[config.mk]
export PLATFORM = sky130hd
export DESIGN_NAME = bram_port_arbiter
export DESIGN_NICKNAME = d
export VERILOG_FILES = /design/src/rtl/bram_arb_pkg.sv /design/src/rtl/bram_arb_rr2.sv /design/src/rtl/bram_port_arbiter.sv
export SDC_FILE = /design/constraint.sdc
export NUM_CORES = 1
export LEC_CHECK = 0
export ABC_AREA = 0
export CAP_MARGIN = 40
export CORE_AREA = 2 2 101 103
export CTS_CLUSTER_SIZE = 20
export DETAILED_ROUTE_END_ITERATION = 8
export DIE_AREA = 0 0 103 105
export PLACE_DENSITY_LB_ADDON = 0.3
export SLEW_MARGIN = 20
export SYNTH_ARGS = -nofsm -noshare
export SYNTH_HDL_FRONTEND = slang
export SYNTH_SLANG_ARGS = --single-unit
[constraint.sdc]
create_clock -name clk -period 3.9 [get_ports clk]
set_clock_uncertainty 0.2 [all_clocks]
set_input_delay 1.17 -clock clk [delete_from_list [all_inputs] [get_ports clk]]
set_output_delay 1.17 -clock clk [all_outputs]
set_load 0.05 [all_outputs]
[src/rtl/bram_arb_pkg.sv]
// Shared types for the BRAM s1 port arbiter: requester id, return tag, widths.
// Latency: n/a (types and constants only).
// Backpressure: n/a.
//
// Contents:
//   DEF_AW / DEF_DW : default word-address and data widths of the shared BRAM
//   BE_W            : byteenable width for the default data width
//   req_id_t        : 1-bit requester identifier (0 = soft-core, 1 = host/MMIO)
//   rtag_t          : {valid, id} tag carried down the read-return pipeline
//   make_tag()      : builds a return tag
package bram_arb_pkg;

  localparam int DEF_AW = 10;
  localparam int DEF_DW = 32;
  localparam int BE_W   = DEF_DW / 8;

  typedef logic req_id_t;

  localparam req_id_t ID_M0 = 1'b0;
  localparam req_id_t ID_M1 = 1'b1;

  typedef struct packed {
    logic    valid;
    req_id_t id;
  } rtag_t;

  function automatic rtag_t make_tag(input logic valid, input req_id_t id);
    rtag_t t;
    t.valid = valid;
    t.id    = id;
    return t;
  endfunction

endpackage

[src/rtl/bram_arb_rr2.sv]
// Two-way round-robin grant with a one-bit priority pointer.
// Latency: grant is combinational from req and the pointer; pointer updates on the edge.
// Backpressure: none of its own; a non-granted requester simply sees no grant.
//
// Ports:
//   clk, reset_n : clock, asynchronous active-low reset (pointer -> m0 preferred)
//   req[1:0]     : request from requester 1 / requester 0
//   gnt[1:0]     : one-hot grant (or zero when nobody requests)
//   gnt_vld      : some requester is granted this cycle
//   gnt_id       : id of the granted requester (0 when nothing is granted)
module bram_arb_rr2
  import bram_arb_pkg::*;
(
  input  logic       clk,
  input  logic       reset_n,
  input  logic [1:0] req,
  output logic [1:0] gnt,
  output logic       gnt_vld,
  output req_id_t    gnt_id
);

  // rr names the requester that wins when both ask in the same cycle.
  req_id_t rr;

  always_comb begin
    gnt_id = ID_M0;
    if (req[0] && req[1]) begin
      gnt_id = rr;
    end else if (req[1]) begin
      gnt_id = ID_M1;
    end else begin
      gnt_id = ID_M0;
    end
  end

  assign gnt_vld = |req;
  assign gnt[0]  = gnt_vld && (gnt_id == ID_M0);
  assign gnt[1]  = gnt_vld && (gnt_id == ID_M1);

  // Pointing away from whoever just won makes two held requests alternate
  // every cycle; a lone requester keeps winning regardless of the pointer.
  always_ff @(posedge clk or negedge reset_n) begin
    if (!reset_n) begin
      rr <= ID_M0;
    end else if (gnt_vld) begin
      rr <= ~gnt_id;
    end
  end

endmodule

[src/rtl/bram_port_arbiter.sv]
// Shares BRAM port s1 between the soft-core bus (m0) and the host/MMIO path (m1).
// Latency: command is combinational to the BRAM; read data returns RD_LAT cycles after acceptance.
// Backpressure: the losing requester sees waitrequest and holds its command; the BRAM is never stalled.
//
// Ports:
//   clk, reset_n             : single clock, asynchronous active-low reset
//   mN_address/read/write    : Avalon-MM command from requester N (N = 0, 1)
//   mN_writedata/byteenable  : write payload and byte lanes from requester N
//   mN_waitrequest           : requester N's command was not taken this cycle
//   mN_readdata/valid        : read return to requester N (data shared, valid steered)
//   bram_*                   : command/response of BRAM slave port s1
//   conflict_cnt             : saturating count of cycles where both requesters asked
module bram_port_arbiter
  import bram_arb_pkg::*;
#(
  parameter int AW     = DEF_AW,
  parameter int DW     = DEF_DW,
  parameter int RD_LAT = 1,      // BRAM read latency, 1 or 2
  parameter int CNT_W  = 16
) (
  input  logic              clk,
  input  logic              reset_n,

  input  logic [AW-1:0]     m0_address,
  input  logic              m0_read,
  input  logic              m0_write,
  input  logic [DW-1:0]     m0_writedata,
  input  logic [DW/8-1:0]   m0_byteenable,
  output logic              m0_waitrequest,
  output logic [DW-1:0]     m0_readdata,
  output logic              m0_readdatavalid,

  input  logic [AW-1:0]     m1_address,
  input  logic              m1_read,
  input  logic              m1_write,
  input  logic [DW-1:0]     m1_writedata,
  input  logic [DW/8-1:0]   m1_byteenable,
  output logic              m1_waitrequest,
  output logic [DW-1:0]     m1_readdata,
  output logic              m1_readdatavalid,

  output logic [AW-1:0]     bram_address,
  output logic              bram_chipselect,
  output logic              bram_clken,
  output logic              bram_write,
  output logic [DW-1:0]     bram_writedata,
  output logic [DW/8-1:0]   bram_byteenable,
  input  logic [DW-1:0]     bram_readdata,

  output logic [CNT_W-1:0]  conflict_cnt
);

  localparam int BW = DW / 8;

  logic [1:0] req;
  logic [1:0] gnt;
  logic       gnt_vld;
  req_id_t    gnt_id;

  assign req[0] = m0_read | m0_write;
  assign req[1] = m1_read | m1_write;

  bram_arb_rr2 u_rr2 (
    .clk     (clk),
    .reset_n (reset_n),
    .req     (req),
    .gnt     (gnt),
    .gnt_vld (gnt_vld),
    .gnt_id  (gnt_id)
  );

  assign m0_waitrequest = req[0] & ~gnt[0];
  assign m1_waitrequest = req[1] & ~gnt[1];

  // ---------------------------------------------------------------------------
  // Command mux: the granted requester drives the BRAM port directly.
  // ---------------------------------------------------------------------------
  logic [AW-1:0] sel_address;
  logic          sel_read;
  logic          sel_write;
  logic [DW-1:0] sel_writedata;
  logic [BW-1:0] sel_byteenable;
  logic          acc_read;

  always_comb begin
    sel_address    = '0;
    sel_read       = 1'b0;
    sel_write      = 1'b0;
    sel_writedata  = '0;
    sel_byteenable = '0;
    if (gnt_vld) begin
      if (gnt_id == ID_M1) begin
        sel_address    = m1_address;
        sel_read       = m1_read;
        sel_write      = m1_write;
        sel_writedata  = m1_writedata;
        sel_byteenable = m1_byteenable;
      end else begin
        sel_address    = m0_address;
        sel_read       = m0_read;
        sel_write      = m0_write;
        sel_writedata  = m0_writedata;
        sel_byteenable = m0_byteenable;
      end
    end
  end

  // Read+write together is taken as a write alone, so it must not enter the
  // return pipeline or the requester would see a spurious readdatavalid.
  assign acc_read = sel_read & ~sel_write;

  always_comb begin
    bram_address    = '0;
    bram_write      = 1'b0;
    bram_writedata  = '0;
    bram_byteenable = '0;
    if (gnt_vld) begin
      bram_address    = sel_address;
      bram_write      = sel_write;
      bram_writedata  = sel_writedata;
      bram_byteenable = sel_write ? sel_byteenable : {BW{1'b1}};
    end
  end

  assign bram_chipselect = gnt_vld;
  // The BRAM output register must keep moving so the tag pipeline stays aligned.
  assign bram_clken      = 1'b1;

  // ---------------------------------------------------------------------------
  // Read-return routing: a tag per issued cycle travels alongside the BRAM's
  // own read pipeline and tells which port the data at the end belongs to.
  // Clearing the tags on reset drops any reads still in flight.
  // ---------------------------------------------------------------------------
  rtag_t ret_pipe [RD_LAT];

  always_ff @(posedge clk or negedge reset_n) begin
    if (!reset_n) begin
      for (int i = 0; i < RD_LAT; i++) begin
        ret_pipe[i] <= '0;
      end
    end else begin
      ret_pipe[0] <= make_tag(acc_read, gnt_id);
      for (int i = 1; i < RD_LAT; i++) begin
        ret_pipe[i] <= ret_pipe[i-1];
      end
    end
  end

  rtag_t ret_tag;
  assign ret_tag = ret_pipe[RD_LAT-1];

  assign m0_readdatavalid = ret_tag.valid && (ret_tag.id == ID_M0);
  assign m1_readdatavalid = ret_tag.valid && (ret_tag.id == ID_M1);
  assign m0_readdata      = bram_readdata;
  assign m1_readdata      = bram_readdata;

  // ---------------------------------------------------------------------------
  // Conflict counter: saturates so a long-running system reads "very many"
  // rather than a small wrapped value.
  // ---------------------------------------------------------------------------
  always_ff @(posedge clk or negedge reset_n) begin
    if (!reset_n) begin
      conflict_cnt <= '0;
    end else if (req[0] && req[1] && (conflict_cnt != {CNT_W{1'b1}})) begin
      conflict_cnt <= conflict_cnt + 1'b1;
    end
  end

endmodule

# Yosys cells after proc, flatten, opt, wreduce, memory -nomap -nowiden
# Index checks and enable logic that the tools add are counted.
# classes
muxes	14
n_bitwise	10
eq_ne	1
n_addsub	1
n_reduce_logical	7
# op_table
op	n
two-way mux 32 bit	2
two-way mux 10 bit	2
adder 16 x 1 -> 16 bit, second input constant	1
!= test 16 bit, second input constant	1
two-way mux 4 bit	3
two-way mux 1 bit	7
logical AND 1 bit	6
NOT 1 bit	5
bitwise AND 1 bit	3
OR 1 bit	2
OR reduction 2 bit	1
# word_totals
word_cells	37
ff_bits	19
output_inout_bits	133

# Longest topological paths before layout
# Gate-level depths: netlist of run 1.
# logic_depth
depth_word	7
ltp_mapped	7
depth_no_buf	5

# Hierarchy
# From an unflattened synthesis of run 1, not the netlist that was laid out.
# unflattened
cells_unflattened	264
hier_area_um2	2304.7
# by_module_without_submodules
mod	instances	cells_per_inst	area_each_um2
bram_port_arbiter	1	256	2228.4
bram_arb_rr2	1	8	76.3

# Worst setup path after synthesis of run 1
# OpenSTA, ideal clock, no wires.
# synth_timing
kind	in2out
start	input m0_write
end	output bram_byteenable[0]
setup_slack_ps	-250
arrival_time_ps	2780
required_ps	2530
cell_stages	4
n_path_buf	0
cell_sequence	inv_1 and3_1 nor2_1 a31oi_1
# synth_between
elab_chain_cells	7
elab_cells_between_ends	9
# synth_rtl
element	line_no	rtl
start: declaration	bram_port_arbiter.sv:26	input logic m0_write,
OR 1 bit	bram_port_arbiter.sv:60	assign req[0] = m0_read | m0_write;
logical AND 1 bit	bram_arb_rr2.sv:27	if (req[0] && req[1]) begin
two-way mux 1 bit	bram_arb_rr2.sv:27	
two-way mux 1 bit	bram_port_arbiter.sv:92	if (gnt_id == ID_M1) begin
two-way mux 1 bit	bram_port_arbiter.sv:91	if (gnt_vld) begin
two-way mux 4 bit	bram_port_arbiter.sv:121	bram_byteenable = sel_write ? sel_byteenable : {BW{1'b1}};
two-way mux 4 bit *	bram_port_arbiter.sv:117	if (gnt_vld) begin
end: declaration	bram_port_arbiter.sv:47	output logic [DW/8-1:0] bram_byteenable,
# Mark *: on every way between the ends. The rest lies on a longest branch, timed or not.

# Worst setup path after layout of run 1
# layout_timing
start	input m1_write
end	output bram_address[7]
# layout_between
elab_chain_cells	5
elab_cells_between_ends	7
# layout_rtl
element	line_no	rtl
start: declaration	bram_port_arbiter.sv:35	input logic m1_write,
OR 1 bit *	bram_port_arbiter.sv:61	assign req[1] = m1_read | m1_write;
two-way mux 1 bit / logical AND 1 bit (equally long branches)	bram_arb_rr2.sv:29, bram_arb_rr2.sv:27	
two-way mux 1 bit	bram_arb_rr2.sv:27	
two-way mux 10 bit	bram_port_arbiter.sv:92	
two-way mux 10 bit *	bram_port_arbiter.sv:117	
end: declaration	bram_port_arbiter.sv:42	output logic [AW-1:0] bram_address,
# Marked as above.

==> results of run 1 <==
per-layer routing:
layer | up-vias | GRT usage, % | share of wire (%)
met4 | 0 | 3.67 | 1.2
met5 | - | 0 | 0
met2 | 142 | 35.0 | 55
met1 | 1256 | 21.4 | 38
li1 | 1234 | - | -
met3 | 14 | 4.95 | 6.1
Yosys cell counts (all sizes together):
cell type and count:
nand2 100, buf 67, nand3 46, dfrtp 19, clkbuf 13, xor2 8, nor2 7, a21oi 6
a31oi 5, inv 5, nand4 5, nor3 5, nor4 5, mux2 3, xnor2 3, and4 2
o22ai 2, or4 2, a211o 1, a21boi 1, a41oi 1, and2 1, and3 1, conb 1
ha 1, nand2b 1, nor2b 1, nor3b 1, o2111ai 1, o21a 1, o21ai 1, o21bai 1
power by group through the flow:
| stage | logic, µW | clock network (µW) | registers (µW) |
|---|---|---|---|
| after floorplan | 643 | 0 | 506 |
| after global routing | 1400 | 157 | 355 |
| final | 1340 | 144 | 344 |
| after CTS | 1320 | 148 | 345 |
| after global placement | 1260 | 0 | 344 |
| after detailed placement | 1270 | 0 | 348 |
worst reg2reg max path, stage by stage (launching register included):
cell and delay (ps):
dfrtp_1 460, nand4_1 260, or4_4 580, nor3_1 170, mux2_2 350
per-stage QoR:
stage | instances | setup WS, ps | cell area [µm²] | setup TNS, ps | total power [µW]
after floorplan | 317 | -109 | 2140 | -436 | 1150
after global placement | 560 | -293 | 4120 | -11960 | 1600
after detailed placement | 561 | -270 | 4130 | -11090 | 1620
after CTS | 570 | -9.99 | 4360 | -9.99 | 1810
after global routing | 573 | 22.1 | 4530 | 0 | 1920
final | 573 | 76.2 | 4530 | 0 | 1830
kinds of logic after synthesis:
family | synth area share [%]
adder cells (fa/ha/maj) | 0.587
flip-flops | 22.3
XOR/XNOR | 4.52
buffers and inverters | 26.5
multiplexers | 1.59
AND/OR/NAND/NOR | 38.3
AO/OA/AOI/OAI | 5.99
other | 0.176
worst max-delay path by stage:
| stage | cells past startpoint | from | slack, ps | to |
|---|---|---|---|---|
| 5_1_grt | 9 | m1_write | 20 | bram_writedata[31] |
| 2_1_floorplan | 6 | m0_write | -110 | bram_byteenable[0] |
| 3_3_place_gp | 8 | m1_write | -290 | bram_writedata[1] |
| 4_1_cts | 8 | m0_read | -10 | bram_writedata[1] |
| 3_5_place_dp | 9 | m1_write | -270 | bram_writedata[26] |
| 6_report | 9 | m1_write | 80 | bram_address[7] |
cell type report:
class	count	area, µm²
well taps	133	166
inverters	5	32.5
flip-flops and latches	19	475
fillers	956	5110
repair buffers	199	2550
multi-input cells	213	1260
clock buffers	3	41.3
clock inverters	1	7.51
repair_timing:
action / 4_1_cts / 5_1_grt
pin swaps: 4 / 5
setup endpoints to repair: 48 / 46
resized for setup: 34 / 40
gates cloned: 3 / 3
setup buffers: 2 / 0
registers in the layout, indices dropped and copies added (netlist names):
signal        count
ret_pipe          2
u_rr2.rr          1
conflict_cnt     16
==> metrics.cfg, run 1 <==
[detailed_routing]
drc=0
drtAntennaViolNets=0
vias=2646
finalWirelength_mm=11.0
wire_per_inst_um=19.2
firstDrtPassIters=4
drtIter0Drc=76
drt-vias-per-instance=4.62

[clocking]
cts_tree=yes
cts_hold_buffers=0
cts_buffers=3
h-tree-depth=1
clk_latency_ps=260
cts_root_buf=clkbuf_8
clkTransAtPathRegs_ps=80
clk_path_buf_depth=2
cts_sinks=19

[sta]
period_needed_ps=3820
slew_violations=0
fin_hold_ws_ps=329
hold_viol_final=0
rsz0062_at_grt=false
setup_viol=0
worst_pin_slew_ps=501
fmax_mhz=262
slew_headroom_pct=66.5
fin_crit_sh_pct=98.0

[placed_design]
place_congestion=0.802
dp_hpwl_mm=8.53
numPortBuffers=165

[grt]
grt_use_total_pct=18.9
grt_max_degree=18
antenna_found_initial=0
grt_overflow=0
grt_pass1_wl_mm=15.5
grt_pass1_vias=2734

[cells_and_area]
final_util_pct=47.0
drive_gt1_share_pct=33.6
most-common-layout-cells=111 x clkdlybuf4s50_1, 65 x nand2_1, 51 x buf_12
diodes=0
mostFrequentLayoutCell=clkdlybuf4s50_1
area_growth_pct=113
nNetsFinal=572

[logic_synthesis]
ys_seq_area_share_pct=22.3
synth-seq-cells=19
synth_top_cell_area_share_pct=22.9
synth_area_mm2=0.00213
syn_inst=317
yosysWarnings=0
syn_area_per_cell_um2=6.72
syn-num-nets=448
synth.distinct_cells=37
synth.area.top_cells=buf_4 23%, dfrtp_1 22%, nand2_1 18%, nand3_1 11%, xor2_1 3.3%
yosys.area.top_type=buf_4

[flow_run]
maxCapViolCount=0

[pwr]
clockPowerShare_pct=7.9
comb_power_share_pct=73.3
p_per_area_mw_per_mm2=403
power.internal_uw=922
power.switching_uw=905
power_frac_seq_pct=18.8
leakagePower_uw=0.00199
worst_ir_drop_vdd_mv=0.233
p_sw_share_pct=49.5

[setup_path]
slowest_stage=o22ai_4
cp-end-kind=output pin
ff2ff_path_depth=4
cp.arrival_ps=2450
worst_path_dominant_cell_family=buffers and inverters
reg2reg_setup_slack_ps=1760
reg2reg_to=conflict_cnt[15]
critPathLaunchType=input pin
r2r-start=conflict_cnt[3]
cp.required_ps=2530
critPathMaxStageDelay_ps=280
critPathKind=input pin to output pin
crit_buf_inv=6
path_cells=buf_2 > buf_6 > o22ai_4 > inv_2 > buf_6 > buf_4 > nand2_1 > nand2_2 > buf_12
crit_top_cell=buf_6
worstPathMaxFanout=9

[die]
die_area_mm2=0.0108
num_rows=36
die_y_um=105
die_w_um=103
ioPinCount=263
initial_core_util_pct=22.1
design.core.area_mm2=0.00964

[outcome]
status=complete, no violations

[min_path]
worstHoldStart=conflict_cnt[5]
hold_depth=1
min_to=conflict_cnt[5]
min_path_type=register to register

Note: power is estimated with default switching activity, not from simulation.
==> run 2, diff against run 1 <==
CORE_AREA = 2 2 103 105   (was 2 2 101 103)
DIE_AREA = 0 0 105 107   (was 0 0 103 105)
SYNTH_HIERARCHICAL = 1   (was default)
==> run 2 against run 1 <==
  * Largest cell class unchanged
  * Die area is 3.9% higher
  * Core utilization grew 3.0 points
  * Maximum frequency fell by 1.8%
  * Cell count decreased by 9.1%
  * Synthesized cell count is 17% lower
  * Worst setup slack worse by 69 ps
  * Critical path depth is the same
==> metrics.cfg, run 2 <==
[pwr]
leakagePower_uw=0.00233  ; was 0.00199 µW
p_per_area_mw_per_mm2=365  ; was 403 mW/mm²
worst_ir_drop_vdd_mv=0.265  ; was 0.233 mV

[grt]
grt.met2_usage_pct=26.4  ; was 35.0%
grt_pass1_vias=2412  ; was 2,734
grt_overflow=0  ; unchanged
grt_max_degree=48  ; was 18
grt_use_total_pct=14.3  ; was 18.9%
grt_pass1_wl_mm=12.8  ; was 15.5 mm
antenna_found_initial=0  ; unchanged
use_met3_pct=7.36  ; was 4.95%
grt_busiest_layer=met2  ; unchanged
grt_util_met1_pct=14.9  ; was 21.4%

[placed_design]
place_inst=503  ; was 561
place_congestion=0.767  ; was 0.802
numPortBuffers=165  ; unchanged
pre_cts_ws_ps=-471  ; was -270 ps
dp_hpwl_mm=6.48  ; was 8.53 mm
placed_area_mm2=0.00451  ; was 0.00413 mm²

[clocking]
cts_hold_buffers=0  ; unchanged
h-tree-depth=1  ; unchanged
clk_latency_ps=250  ; was 260 ps
clk_path_buf_depth=2  ; unchanged
clkTransAtPathRegs_ps=70  ; was 80 ps
cts_sinks=19  ; unchanged
cts_root_buf=clkbuf_8  ; unchanged
cts_buffers=3  ; unchanged
cts_tree=yes  ; unchanged

[sta]
slew_violations=0  ; unchanged
fin_hold_ws_ps=322  ; was 329 ps
period_needed_ps=3890  ; was 3820 ps
rsz0062_at_grt=true  ; was false
slew_headroom_pct=65.8  ; was 66.5%
fin_setup_tns_ps=0  ; unchanged
setup_viol=0  ; unchanged
hold_viol_final=0  ; unchanged
fmax_mhz=257  ; was 262 MHz
worst_slack_ps=7.43  ; was 76.2 ps
worst_pin_slew_ps=511  ; was 501 ps
fin_crit_sh_pct=99.8  ; was 98.0%

[cells_and_area]
largest_reg_flops=16  ; unchanged
nNetsFinal=517  ; was 572
regMostFlops=conflict_cnt  ; unchanged
mostFrequentLayoutCell=clkdlybuf4s50_1  ; unchanged
diodes=0  ; unchanged
fin_cells=521  ; was 573
most-common-layout-cells=111 x clkdlybuf4s50_1, 49 x buf_12, 38 x nor2b_4  ; was 111 x clkdlybuf4s50_1, 65 x nand2_1, 51 x buf_12
drive_gt1_share_pct=48.1  ; was 33.6%
area_growth_pct=119  ; was 113%
finish.instance_area_mm2=0.00505  ; was 0.00453 mm²
largestRegisters=conflict_cnt (16), ret_pipe (2), u_rr2/rr (1)  ; was conflict_cnt (16), ret_pipe (2), u_rr2.rr (1)

[die]
design.core.area_mm2=0.0101  ; was 0.00964 mm²
num_rows=37  ; was 36
die_w_um=105  ; was 103 µm
die_y_um=107  ; was 105 µm
die_area_mm2=0.0112  ; was 0.0108 mm²
ioPinCount=263  ; unchanged
initial_core_util_pct=22.8  ; was 22.1%

[detailed_routing]
firstDrtPassIters=4  ; unchanged
vias=2299  ; was 2,646
drc=0  ; unchanged
finalWirelength_mm=8.25  ; was 11.0 mm
wire_per_inst_um=15.8  ; was 19.2 µm
drt-vias-per-instance=4.41  ; was 4.62
drtAntennaViolNets=0  ; unchanged
drtIter0Drc=54  ; was 76

[logic_synthesis]
syn_inst=264  ; was 317
synth_edf_count=0  ; unchanged
syn-num-nets=395  ; was 448
synth.distinct_cells=36  ; was 37
synth-main-ff-cell=dfrtp_1  ; unchanged
yosysMostFrequentCell=buf_4  ; was nand2_1
synth-seq-cells=19  ; unchanged
synth.area.top_cells=buf_4 21%, dfrtp_1 21%, mux2i_1 20%, nor2b_1 12%, xor2_1 3.8%  ; was buf_4 23%, dfrtp_1 22%, nand2_1 18%, nand3_1 11%, xor2_1 3.3%
async_flop_share_pct=100  ; unchanged
syn_area_per_cell_um2=8.73  ; was 6.72 µm²
synth_top_cell_area_share_pct=21.5  ; was 22.9%
yosysWarnings=6  ; was 0
yosys.area.top_type=buf_4  ; unchanged
synth_area_mm2=0.00230  ; was 0.00213 mm²
ys_seq_area_share_pct=20.6  ; was 22.3%
netlist_top_cells_count=66 x buf_4, 47 x mux2i_1, 44 x nor2b_1  ; was 100 x nand2_1, 65 x buf_4, 46 x nand3_1

[setup_path]
worstPathMaxFanout=13  ; was 9
cp.arrival_ps=2520  ; was 2450 ps
critPathLaunchType=input pin  ; unchanged
critPathKind=input pin to output pin  ; unchanged
slowest_stage=mux2i_2  ; was o22ai_4
path_cells=buf_8 > nor2_4 > inv_2 > nand2b_4 > and2_4 > buf_6 > mux2i_2 > nor2b_4 > buf_4  ; was buf_2 > buf_6 > o22ai_4 > inv_2 > buf_6 > buf_4 > nand2_1 > nand2_2 > buf_12
worst_path_dominant_cell_family=buffers and inverters  ; unchanged
critPathMaxStageDelay_ps=300  ; was 280 ps
crit_buf_inv=4  ; was 6
cp-end-kind=output pin  ; unchanged
cp.required_ps=2530  ; about the same

[flow_run]
maxCapViolCount=0  ; unchanged

[min_path]
min_path_type=register to register  ; unchanged

[outcome]
status=complete, no violations  ; unchanged

run 2: cell types whose count changed after synthesis, moves of 7 or more:
| cell | previous run | this run |
|---|---|---|
| clkbuf_1 | 13 | 6 |
| nand2_1 | 100 | 6 |
| nand3_1 | 46 | 3 |
| nor2b_1 | 1 | 44 |
| mux2i_1 | 0 | 47 |
run 2: repair_timing:
| action | in CTS | in global routing |
|---|---|---|
| resized for setup | 72 | 12 |
| pin swaps | 7 | 2 |
| setup endpoints to repair | 48 | 43 |
| buffers inserted | 9 | 4 |
| cloned | 2 | 0 |
run 2: logic make-up after synthesis:
family	Yosys count	synth area share [%]
compound gates	12	3.96
xor+xnor	11	4.18
fa+ha+maj	1	0.543
buf+inv	79	23.8
flops	19	20.6
mux	50	22.0
other cells	1	0.163
simple gates	91	24.6
run 2: cell type report:
| type | count | area, µm² |
|---|---|---|
| timing repair buffer | 193 | 2400 |
| sequential | 19 | 475 |
| tap | 136 | 170 |
| multi-input combinational | 166 | 1940 |
| clock buffer | 4 | 45.0 |
| fill | 917 | 5040 |
| inverter | 3 | 11.3 |
run 2: per-layer routing:
metal | wire [µm] | part of all wire, %
met2 | 4400 | 53
met3 | 1020 | 12
met4 | 42 | 0.51
met5 | 0 | 0
met1 | 2790 | 34
run 2: path summary, 6_finish.rpt:
kind / from / end / slack, ps / cells past startpoint
setup / recovery: m0_read / bram_writedata[14] / 7 / 9
max in group asynchronous: reset_n / ret_pipe[0] / 2070 / 2
min in group asynchronous: reset_n / conflict_cnt[9] / 1020 / 1
setup reg to reg: conflict_cnt[0] / conflict_cnt[1] / 2000 / 5
hold / removal: conflict_cnt[15] / conflict_cnt[15] / 320 / 1
hold reg to reg: conflict_cnt[15] / conflict_cnt[15] / 320 / 1
run 2: per-stage QoR:
step                total power [µW]  utilization, %
floorplan                       1200               -
global placement                1560            44.6
detailed placement              1570            44.7
CTS                             1840            49.3
global route                    1920            50.0
finish                          1840            50.0
run 2: power breakdown:
| group | internal (µW) | switching [µW] | leakage [µW] | total [µW] |
|---|---|---|---|---|
| sequential | 240 | 70.3 | 0.000246 | 311 |
| clock | 72.5 | 61.8 | 0.0000228 | 134 |
| combinational | 685 | 713 | 0.00206 | 1400 |
==> run 3, diff against run 2 <==
--- a/config.mk
+++ b/config.mk
@@ -9,6 +9,6 @@
 export CAP_MARGIN = 40
-export CORE_AREA = 2 2 103 105
+export CORE_AREA = 2 2 102 104
 export CTS_CLUSTER_SIZE = 20
 export DETAILED_ROUTE_END_ITERATION = 8
-export DIE_AREA = 0 0 105 107
+export DIE_AREA = 0 0 104 106
 export PLACE_DENSITY_LB_ADDON = 0.3
==> constraint.sdc (replaced) <==
create_clock -name clk -period 4.49 [get_ports clk]
set_clock_uncertainty 0.2 [all_clocks]
set_input_delay 0.898 -clock clk [delete_from_list [all_inputs] [get_ports clk]]
set_output_delay 0.898 -clock clk [all_outputs]
set_load 0.05 [all_outputs]
==> run 3 against run 2 <==
  * Critical path depth stayed put
  * Worst hold slack worse by 9.6 ps
  * Via count is 8.0% lower
  * Clock power is 9.7% lower
  * Total power is 25% lower
  * Cell count is 4.4% lower
==> metrics.cfg, run 3 (synthesized netlist as in run 2, its figures left out) <==
[sta]
worst_pin_slew_ps=653  ; was 511 ps
slew_violations=0  ; unchanged
fin_hold_ws_ps=312  ; was 322 ps
rsz0062_at_grt=false  ; was true
fin_crit_sh_pct=94.1
worst_slack_ps=266  ; was 7.43 ps
hold_viol_final=0  ; unchanged
period_needed_ps=4220
fin_setup_tns_ps=0  ; unchanged
slew_headroom_pct=56.4  ; was 65.8%
setup_viol=0  ; unchanged
fmax_mhz=237

[die]
die_area_mm2=0.0110  ; was 0.0112 mm²
num_rows=37  ; unchanged
die_y_um=106  ; was 107 µm
design.core.area_mm2=0.0100  ; was 0.0101 mm²
ioPinCount=263  ; unchanged
initial_core_util_pct=23.0  ; was 22.8%
die_w_um=104  ; was 105 µm

[clocking]
cts_tree=yes  ; unchanged
post_cts_buffers=0  ; was 9
cts_resized=0  ; was 72
clk_path_buf_depth=2  ; unchanged
clkTransAtPathRegs_ps=80  ; was 70 ps
cts_buffers=3  ; unchanged
cts_hold_buffers=0  ; unchanged
cts_root_buf=clkbuf_8  ; unchanged
cts_sinks=19  ; unchanged
h-tree-depth=1  ; unchanged
clk_latency_ps=260  ; was 250 ps

[grt]
antenna_found_initial=0  ; unchanged
grt_pass1_wl_mm=11.4  ; was 12.8 mm
grt_use_total_pct=12.9  ; was 14.3%
grt_overflow=0  ; unchanged
grt_pass1_vias=2091  ; was 2,412
grt_max_degree=30  ; was 48

[setup_path]
critPathKind=input pin to output pin  ; unchanged
cp-end-kind=output pin  ; unchanged
worstPathMaxFanout=5  ; was 13
critPathLaunchType=input pin  ; unchanged
cp.required_ps=3390  ; was 2530 ps
cp.arrival_ps=3130  ; was 2520 ps

[cells_and_area]
drive_gt1_share_pct=18.5  ; was 48.1%
area_growth_pct=79.3  ; was 119%
regMostFlops=conflict_cnt  ; unchanged
most-common-layout-cells=117 x clkdlybuf4s50_1, 47 x mux2i_1, 46 x buf_12  ; was 111 x clkdlybuf4s50_1, 49 x buf_12, 38 x nor2b_4
diodes=0  ; unchanged
mostFrequentLayoutCell=clkdlybuf4s50_1  ; unchanged
largest_reg_flops=16  ; unchanged
nNetsFinal=494  ; was 517
largestRegisters=conflict_cnt (16), ret_pipe (2), u_rr2/rr (1)  ; unchanged
final_util_pct=41.3  ; was 50.0%

[placed_design]
numPortBuffers=165  ; unchanged
dp_hpwl_mm=6.32  ; was 6.48 mm
place_congestion=0.810  ; was 0.767
pre_cts_ws_ps=322  ; was -471 ps

[pwr]
p_sw_share_pct=47.8  ; was 45.9%
leakagePower_uw=0.00180  ; was 0.00233 µW
power.switching_uw=664  ; was 845 µW
comb_power_share_pct=71.6  ; was 75.9%
worst_ir_drop_vdd_mv=0.214  ; was 0.265 mV
p_per_area_mw_per_mm2=336  ; was 365 mW/mm²
power.internal_uw=726  ; was 998 µW
clockPowerShare_pct=8.7  ; was 7.3%
power_frac_seq_pct=19.6  ; was 16.8%

[detailed_routing]
drtIter0Drc=33  ; was 54
drtAntennaViolNets=0  ; unchanged
wire_per_inst_um=15.1  ; was 15.8 µm
drt-vias-per-instance=4.25  ; was 4.41
finalWirelength_mm=7.51  ; was 8.25 mm
vias=2115  ; was 2,299
firstDrtPassIters=4  ; unchanged
drc=0  ; unchanged

[outcome]
status=complete, no violations  ; unchanged

[flow_run]
maxCapViolCount=0  ; unchanged

[min_path]
min_path_type=register to register  ; unchanged

-- run 3: changes by cell type in the layout (fill, tap and decap cells not counted), sizes merged --
cell | previous run | this run
clkdlybuf4s50 | 111 | 117
buf | 81 | 53
clkinv | 0 | 1
clkbuf | 5 | 3
-- run 3: stage by stage --
stage,instance area [µm²],std cells,total power [µW]
3_5_place_dp,4090,494,1280
4_1_cts,4130,498,1400
2_1_floorplan,2300,264,959
5_1_grt,4130,498,1450
3_3_place_gp,4080,493,1270
6_report,4130,498,1390
-- run 3: final timing paths --
check                      depth (start not counted)  slack [ps]             start                  to
min in group asynchronous                          1         740           reset_n     conflict_cnt[4]
hold reg to reg                                    1         310  conflict_cnt[15]    conflict_cnt[15]
setup / recovery                                   9         270          m0_write  bram_byteenable[2]
max in group asynchronous                          2        2900           reset_n         ret_pipe[0]
hold / removal                                     1         310  conflict_cnt[15]    conflict_cnt[15]
setup reg to reg                                   4        2540  conflict_cnt[11]     conflict_cnt[1]
-- run 3: layout make-up --
cell class / count / area, µm²
Fill cell: 1004 / 5870
Timing Repair Buffer: 170 / 2150
Multi-Input combinational cell: 166 / 1280
Sequential cell: 19 / 475
Tap cell: 136 / 170
Clock buffer: 3 / 41.3
Inverter: 3 / 11.3
Clock inverter: 1 / 5.00
-- run 3: power by group through the flow --
stage          clock [µW]  combinational, µW  sequential (µW)
6_report              121                996              273
5_1_grt               132               1040              280
4_1_cts               123               1010              272
3_5_place_dp            0               1000              275
3_3_place_gp            0                996              274
2_1_floorplan           0                583              376
-- run 3: metal layers --
metal	GRT usage [%]	share of wire, %
met5	0	0
met1	15.2	39
met4	2.51	0.83
met3	5.95	11
met2	21.6	49
-- run 3: critical path, cell delays in order --
cell and delay (ps):
clkdlybuf4s50_1 440, nor2_1 250, inv_1 140, nand2b_4 100
and2_2 220, mux2i_1 130, nor2b_1 530, a21boi_0 180
buf_4 230
